## src/rtl/cpu_boot_sequencer_pkg.sv

```systemverilog
// Boot sequencer shared types and defaults.
// State encoding and default widths.
package cpu_boot_sequencer_pkg;

  localparam int DATA_W_D   = 32;
  localparam int ADDR_W_D   = 8;
  localparam int NUM_REGS_D = 32;
  localparam int REG_AW_D   = 5;
  localparam int CNT_W_D    = 16;

  typedef enum logic [2:0] {
    ST_IDLE,
    ST_REG_INIT,
    ST_LOAD,
    ST_RUN,
    ST_DONE
  } boot_st_t;

endpackage

```

## src/rtl/boot_run_monitor.sv

```systemverilog
// Boot sequencer RUN supervisor.
// Counts run cycles, checks budget, arbitrates halt.
module boot_run_monitor
  import cpu_boot_sequencer_pkg::*;
#(
  parameter int CNT_W = CNT_W_D
) (
  input  logic             clock,
  input  logic             reset,
  input  logic             clear,
  input  logic [CNT_W-1:0] budget_in,
  input  logic             run,
  input  logic             halt,
  output logic [CNT_W-1:0] cycles_run,
  output logic             timed_out,
  output logic             finish
);

  logic [CNT_W-1:0] budget;
  logic [CNT_W:0]   cnt_inc;
  logic             sat;
  logic             expire;

  assign cnt_inc = {1'b0, cycles_run} + (CNT_W+1)'(1);
  assign sat     = &cycles_run;
  assign expire  = (budget != '0) &&
                   (cnt_inc == {1'b0, budget});
  assign finish  = run && (halt || expire);

  // Budget latch, saturating run counter, expiry flag
  always_ff @(posedge clock) begin
    if (reset) begin
      budget     <= '0;
      cycles_run <= '0;
      timed_out  <= 1'b0;
    end else if (clear) begin
      budget     <= budget_in;
      cycles_run <= '0;
      timed_out  <= 1'b0;
    end else if (run) begin
      if (!sat)
        cycles_run <= cnt_inc[CNT_W-1:0];
      if (expire && !halt)
        timed_out <= 1'b1;
    end
  end

endmodule

```

## src/rtl/cpu_boot_sequencer.sv

```systemverilog
// CPU bring-up sequencer: reg init, image load,
// supervised run.
module cpu_boot_sequencer
  import cpu_boot_sequencer_pkg::*;
#(
  parameter int DATA_W   = DATA_W_D,
  parameter int ADDR_W   = ADDR_W_D,
  parameter int NUM_REGS = NUM_REGS_D,
  parameter int REG_AW   = REG_AW_D,
  parameter int CNT_W    = CNT_W_D
) (
  input  logic              clock,
  input  logic              reset,
  input  logic              start,
  input  logic [ADDR_W:0]   load_len,
  input  logic [CNT_W-1:0]  run_cycles,
  input  logic              load_valid,
  input  logic [DATA_W-1:0] load_data,
  output logic              load_ready,
  output logic              mem_we,
  output logic [ADDR_W-1:0] mem_addr,
  output logic [DATA_W-1:0] mem_wdata,
  output logic              reg_we,
  output logic [REG_AW-1:0] reg_addr,
  output logic [DATA_W-1:0] reg_wdata,
  output logic              cpu_reset,
  input  logic              halt,
  output logic              busy,
  output logic              done,
  output logic              timed_out,
  output logic [CNT_W-1:0]  cycles_run
);

  localparam int LW    = ADDR_W + 1;
  localparam int DEPTH = 2 ** ADDR_W;

  localparam logic [LW-1:0] DEPTH_L =
    LW'(DEPTH);
  localparam logic [REG_AW-1:0] LAST_REG =
    REG_AW'(NUM_REGS - 1);

  boot_st_t state;
  boot_st_t state_nx;

  logic [LW-1:0] len;
  logic [LW-1:0] idx;

  logic start_ok;
  logic accept;
  logic reg_last;
  logic load_last;
  logic in_run;
  logic run_fin;

  logic              reg_we_d;
  logic [REG_AW-1:0] reg_addr_d;
  logic [DATA_W-1:0] reg_wdata_d;
  logic              mem_we_d;
  logic [ADDR_W-1:0] mem_addr_d;
  logic [DATA_W-1:0] mem_wdata_d;
  logic              busy_d;
  logic              done_d;
  logic              cpu_reset_d;

  assign start_ok = start &&
    (state == ST_IDLE || state == ST_DONE);
  assign load_ready = (state == ST_LOAD);
  assign accept     = load_ready && load_valid;
  assign reg_last   = (reg_addr == LAST_REG);
  assign load_last  = (idx + LW'(1) == len);
  assign in_run     = (state == ST_RUN);

  boot_run_monitor #(
    .CNT_W (CNT_W)
  ) u_run_mon (
    .clock      (clock),
    .reset      (reset),
    .clear      (start_ok),
    .budget_in  (run_cycles),
    .run        (in_run),
    .halt       (halt),
    .cycles_run (cycles_run),
    .timed_out  (timed_out),
    .finish     (run_fin)
  );

  // State register
  always_ff @(posedge clock) begin
    if (reset)
      state <= ST_IDLE;
    else
      state <= state_nx;
  end

  // Next-state decode
  always_comb begin
    state_nx = state;
    unique case (state)
      ST_IDLE, ST_DONE:
        if (start)
          state_nx = ST_REG_INIT;
      ST_REG_INIT:
        if (reg_last)
          state_nx = (len == '0) ? ST_RUN
                                 : ST_LOAD;
      ST_LOAD:
        if (accept && load_last)
          state_nx = ST_RUN;
      ST_RUN:
        if (run_fin)
          state_nx = ST_DONE;
      default:
        state_nx = ST_IDLE;
    endcase
  end

  // Next values of the registered outputs
  always_comb begin
    reg_addr_d = reg_addr;
    unique case (1'b1)
      start_ok:
        reg_addr_d = '0;
      (state == ST_REG_INIT) && !reg_last:
        reg_addr_d = reg_addr + REG_AW'(1);
      default:
        reg_addr_d = reg_addr;
    endcase
    reg_we_d    = (state_nx == ST_REG_INIT);
    reg_wdata_d = DATA_W'(reg_addr_d);
    mem_we_d    = accept;
    mem_addr_d  = accept ? idx[ADDR_W-1:0]
                         : mem_addr;
    mem_wdata_d = accept ? load_data
                         : mem_wdata;
    busy_d      = (state_nx == ST_REG_INIT) ||
                  (state_nx == ST_LOAD) ||
                  (state_nx == ST_RUN);
    done_d      = (state_nx == ST_DONE);
    cpu_reset_d = (state_nx != ST_RUN);
  end

  // Output registers
  always_ff @(posedge clock) begin
    if (reset) begin
      reg_we    <= 1'b0;
      reg_addr  <= '0;
      reg_wdata <= '0;
      mem_we    <= 1'b0;
      mem_addr  <= '0;
      mem_wdata <= '0;
      busy      <= 1'b0;
      done      <= 1'b0;
      cpu_reset <= 1'b1;
    end else begin
      reg_we    <= reg_we_d;
      reg_addr  <= reg_addr_d;
      reg_wdata <= reg_wdata_d;
      mem_we    <= mem_we_d;
      mem_addr  <= mem_addr_d;
      mem_wdata <= mem_wdata_d;
      busy      <= busy_d;
      done      <= done_d;
      cpu_reset <= cpu_reset_d;
    end
  end

  // Load length latch (clamped) and word index
  always_ff @(posedge clock) begin
    if (reset) begin
      len <= '0;
      idx <= '0;
    end else if (start_ok) begin
      len <= (load_len > DEPTH_L) ? DEPTH_L
                                  : load_len;
      idx <= '0;
    end else if (accept) begin
      idx <= idx + LW'(1);
    end
  end

endmodule
```

## config.mk

```make
export PLATFORM = sky130hd
export DESIGN_NAME = cpu_boot_sequencer
export DESIGN_NICKNAME = d
export VERILOG_FILES = /design/src/rtl/cpu_boot_sequencer_pkg.sv /design/src/rtl/boot_run_monitor.sv /design/src/rtl/cpu_boot_sequencer.sv
export SDC_FILE = /design/constraint.sdc
export NUM_CORES = 1
export LEC_CHECK = 0
export ABC_AREA = 0
export CORE_MARGIN = 2
export CORE_UTILIZATION = 40
export CTS_BUF_LIST = sky130_fd_sc_hd__clkbuf_4 sky130_fd_sc_hd__clkbuf_8
export DETAILED_ROUTE_END_ITERATION = 16
export MAX_ROUTING_LAYER = met4
export PLACE_DENSITY = 0.74
export SLEW_MARGIN = 20
export SYNTH_ARGS = -nofsm -noshare
export SYNTH_HDL_FRONTEND = slang
export SYNTH_HIERARCHICAL = 1
export SYNTH_SLANG_ARGS = --single-unit
```

## constraint.sdc

```tcl
create_clock -name clock -period 2.3 [get_ports clock]
set_input_delay 0.23 -clock clock [delete_from_list [all_inputs] [get_ports clock]]
set_output_delay 0.23 -clock clock [all_outputs]
set_load 0.05 [all_outputs]
```

==> qor.yml <==
placed_design:
  dpl.hpwl_um: 9700
  io_buffers: 134
  pre_cts_ws_ns: -0.138
  place_area_um2: 6500
  gp_congestion: 0.873
clocking:
  clkTransAtPathRegs_ns: 0.10
  cts_buffers: 9
  hold_buffers: 0
  cts.sinks: 104
  cts_tree: "yes"
  clkLatencyLatePin_ns: 0.38
  htreeDepth: 3
  clockBufferDepth: 2
  clock-root-buffer: "clkbuf_8"
synthesis:
  ys_warn_count: 6
  synth_top_area_share: 0.420
  synth-seq-cells: 104
  synth-main-ff-cell: "dfxtp_1"
  synth.distinct_cells: 56
  avgSynthCellArea_um2: 8.39
  synth_area_leader_cell: "dfxtp_1"
  synth-edff-count: 0
  ys_seq_area_frac: 0.420
  syn_area_um2: 4960
  synth-async-reset-ratio: 0
  syn_inst: 591
  synth.most_common_cell: "nand2_1"
  synth_common_cells: "nand2_1 (107), dfxtp_1 (104), a21oi_1 (57), nor2_1 (50), buf_4 (35)"
  synth_area_leaders: "dfxtp_1 (42%), nand2_1 (8.1%), a21oi_1 (5.8%)"
sta:
  setup_viol: 4
  worstMarginPinSlew_ns: 0.542
  slew_headroom: 0.637
  hold_viol_final: 0
  clock_skew_ns: 0.0113
  rsz0062_at_grt: "yes"
  fmax_mhz: 423
  period_share: 1.03
  fin_hold_ws_ns: 0.221
  drv_slew: 0
  fin_ws_ns: -0.0634
  period_needed_ns: 2.36
critical_path:
  critical_path_class: "reg2reg"
  worstSetupStartpointType: "register"
  critPathMaxStageDelay_ns: 0.57
  arrival_ns: 2.61
  cp_common_cell: "nor2b_1"
  cp_cell_sequence: "ha_4 -> nor2b_1 -> o311ai_1 -> o21ai_1 -> or4_4 -> o21ai_2 -> buf_4 -> a21oi_1 -> nor2b_1 -> a2111oi_2"
  critPathCaptureType: "register"
  required_ns: 2.55
  path_max_fanout: 5
  cpMaxStageDelayCell: "or4_4"
die:
  io_pins: 162
  start_util: 0.411
  row_count: 40
  dieHeight_um: 115
  core_area_um2: 12100
  die_w_um: 115
  fp.dieArea_um2: 13300
power_and_ir_drop:
  p_switching_mw: 0.933
  power_density_nw_per_um2: 505
  p_seq_frac: 0.547
  comb_power_share: 0.135
  vdd.ir_drop.worst_v: 0.000337
  power_frac_clock: 0.318
  intPower_mw: 2.47
  swShare: 0.274
  p_leak_nw: 2.40
detailed_routing:
  antenna_left: 0
  vias: 4478
  wire_per_inst_um: 14.4
  drt_pass1_iterations: 6
  drtIter0Drc: 264
  viasPerCell: 4.98
  drc_errors: 0
  finalWirelength_um: 12900
finish:
  antennaDiodeCount: 0
  area_growth_pct: 36.0
  stdcell_area_um2: 6740
  fill_cells: 1112
  nets: 792
  drive_gt1_frac: 0.116
  postLayoutCoreUtil: 0.559
hold_path:
  holdCritPathClass: "in2reg"
run:
  max-cap-violations: 0
outcome:
  status: "finished with violations"
  failed_checks: "negative setup slack"
global_route:
  grt_pass1_vias: 4217
  grt_antenna_before_repair: 0
  grt.total_usage: 0.201
  grt_pass1_wl_um: 20600
  grt_max_degree: 39
  grt_remaining_overflow: 0
[logic make-up (layout without fill, tap and decap cells)]
kind of cell | count (synthesis) | after routing | share of synthesized area
AOI/OAI and AO/OA | 103 | 103 | 0.127
xor gates and xnor gates | 49 | 49 | 0.0866
adders and majority gates | 4 | 4 | 0.0101
buffers and inverters | 70 | 184 | 0.0813
DFF | 104 | 104 | 0.420
muxes | 19 | 19 | 0.0384
other | 1 | 27 | 0.000757
and+or+nand+nor | 241 | 241 | 0.236
[critical path: cells and delay by family, from the launching register on]
family,cells,cell delay (ns)
buffers and inverters,1,0.13
DFF,1,0.36
AOI/OAI and AO/OA,5,0.71
and+or+nand+nor,3,0.87
adders and majority gates,1,0.17
[cells in the final DEF, fill, tap and decap left out, types with 3 or more instances in the layout]
cell             Yosys  final
o21ai_0             10      9
nand3_1             11     10
nor3_2               0      3
dfxtp_4              0      7
or3_1                6      5
nor2_1              50     49
nor3b_1              4      3
a211oi_1             4      4
a22o_1               8      8
nor4_1               7      7
nand4_1             13     13
ha_1                 4      3
mux2i_1             19     19
conb_1               1     27
buf_4               35     29
clkdlybuf4s50_1      0    132
a31oi_1              3      3
and3_1               5      4
inv_1                4      4
clkbuf_8             0     10
nand2_1            107    107
xor2_1              22     22
dfxtp_1            104     93
xnor2_1             27     27
nand2b_1             4      3
a21oi_1             57     57
nor2b_1              7      7
nor3_1               9      6
dfxtp_2              0      4
[through the flow]
stage | TNS, ns | total power [mW] | cells
after floorplan | -0.170 | 2.21 | 617
after global placement | -0.103 | 2.34 | 882
after detailed placement | -0.501 | 2.35 | 882
after CTS | -0.0449 | 3.45 | 898
after global routing | -0.499 | 3.55 | 899
final | -0.201 | 3.40 | 899
[state kept, by name (all words and copies together) (netlist names)]
register and flops:
cpu_reset 1, mem_addr 8, len 9, reg_wdata 5, mem_wdata 32, idx 9, reg_we 1, u_run_mon/timed_out 1
done 1, state 3, u_run_mon/cycles_run 16, busy 1, mem_we 1, u_run_mon/budget 16
[final cells by class]
type / instances / area [um^2] / share of cell area
clock buffers: 12 / 153 / 0.0226
inverters: 4 / 15.0 / 0.00223
clock inverters: 4 / 30.0 / 0.00446
flip-flops and latches: 104 / 2110 / 0.314
repair buffers: 164 / 1570 / 0.233
well taps: 168 / 210 / 0.0312
multi-input cells: 443 / 2650 / 0.393
[path summary, 6_finish.rpt]
kind | startpoint | cells after the start | slack [ns] | to
worst max-delay path | u_run_mon/cycles_run[1]$_SDFFE_PP0P_ | 10 | -0.06 | busy$_SDFF_PP0_
worst min-delay path | reset | 2 | 0.22 | u_run_mon/budget[0]$_SDFFE_PP0P_
worst max register to register | u_run_mon/cycles_run[1]$_SDFFE_PP0P_ | 10 | -0.06 | busy$_SDFF_PP0_
worst min register to register | mem_wdata[18]$_SDFFE_PP0P_ | 2 | 0.46 | mem_wdata[18]$_SDFFE_PP0P_
[per-layer routing]
metal,vias to the layer above,GRT usage,wire length [um]
met4,0,0.0586,175
met5,-,-,0
li1,2225,-,-
met1,2107,0.245,5810
met2,134,0.327,6460
met3,12,0.0511,502
[power by group through the flow]
stage               sequential (mW)  combinational (mW)  clock (mW)
floorplan                      1.91               0.304           0
global placement               1.90               0.443           0
detailed placement             1.90               0.451           0
CTS                            1.86               0.454        1.13
global route                   1.87               0.495        1.18
finish                         1.86               0.458        1.08
[timing repair]
action | in CTS | in global routing
gates resized for setup | 7 | 6
buffers inserted | 0 | 1
setup endpoints to repair | 6 | 6
pin swaps | 6 | 2
Note: power is estimated with default switching activity, not from simulation.
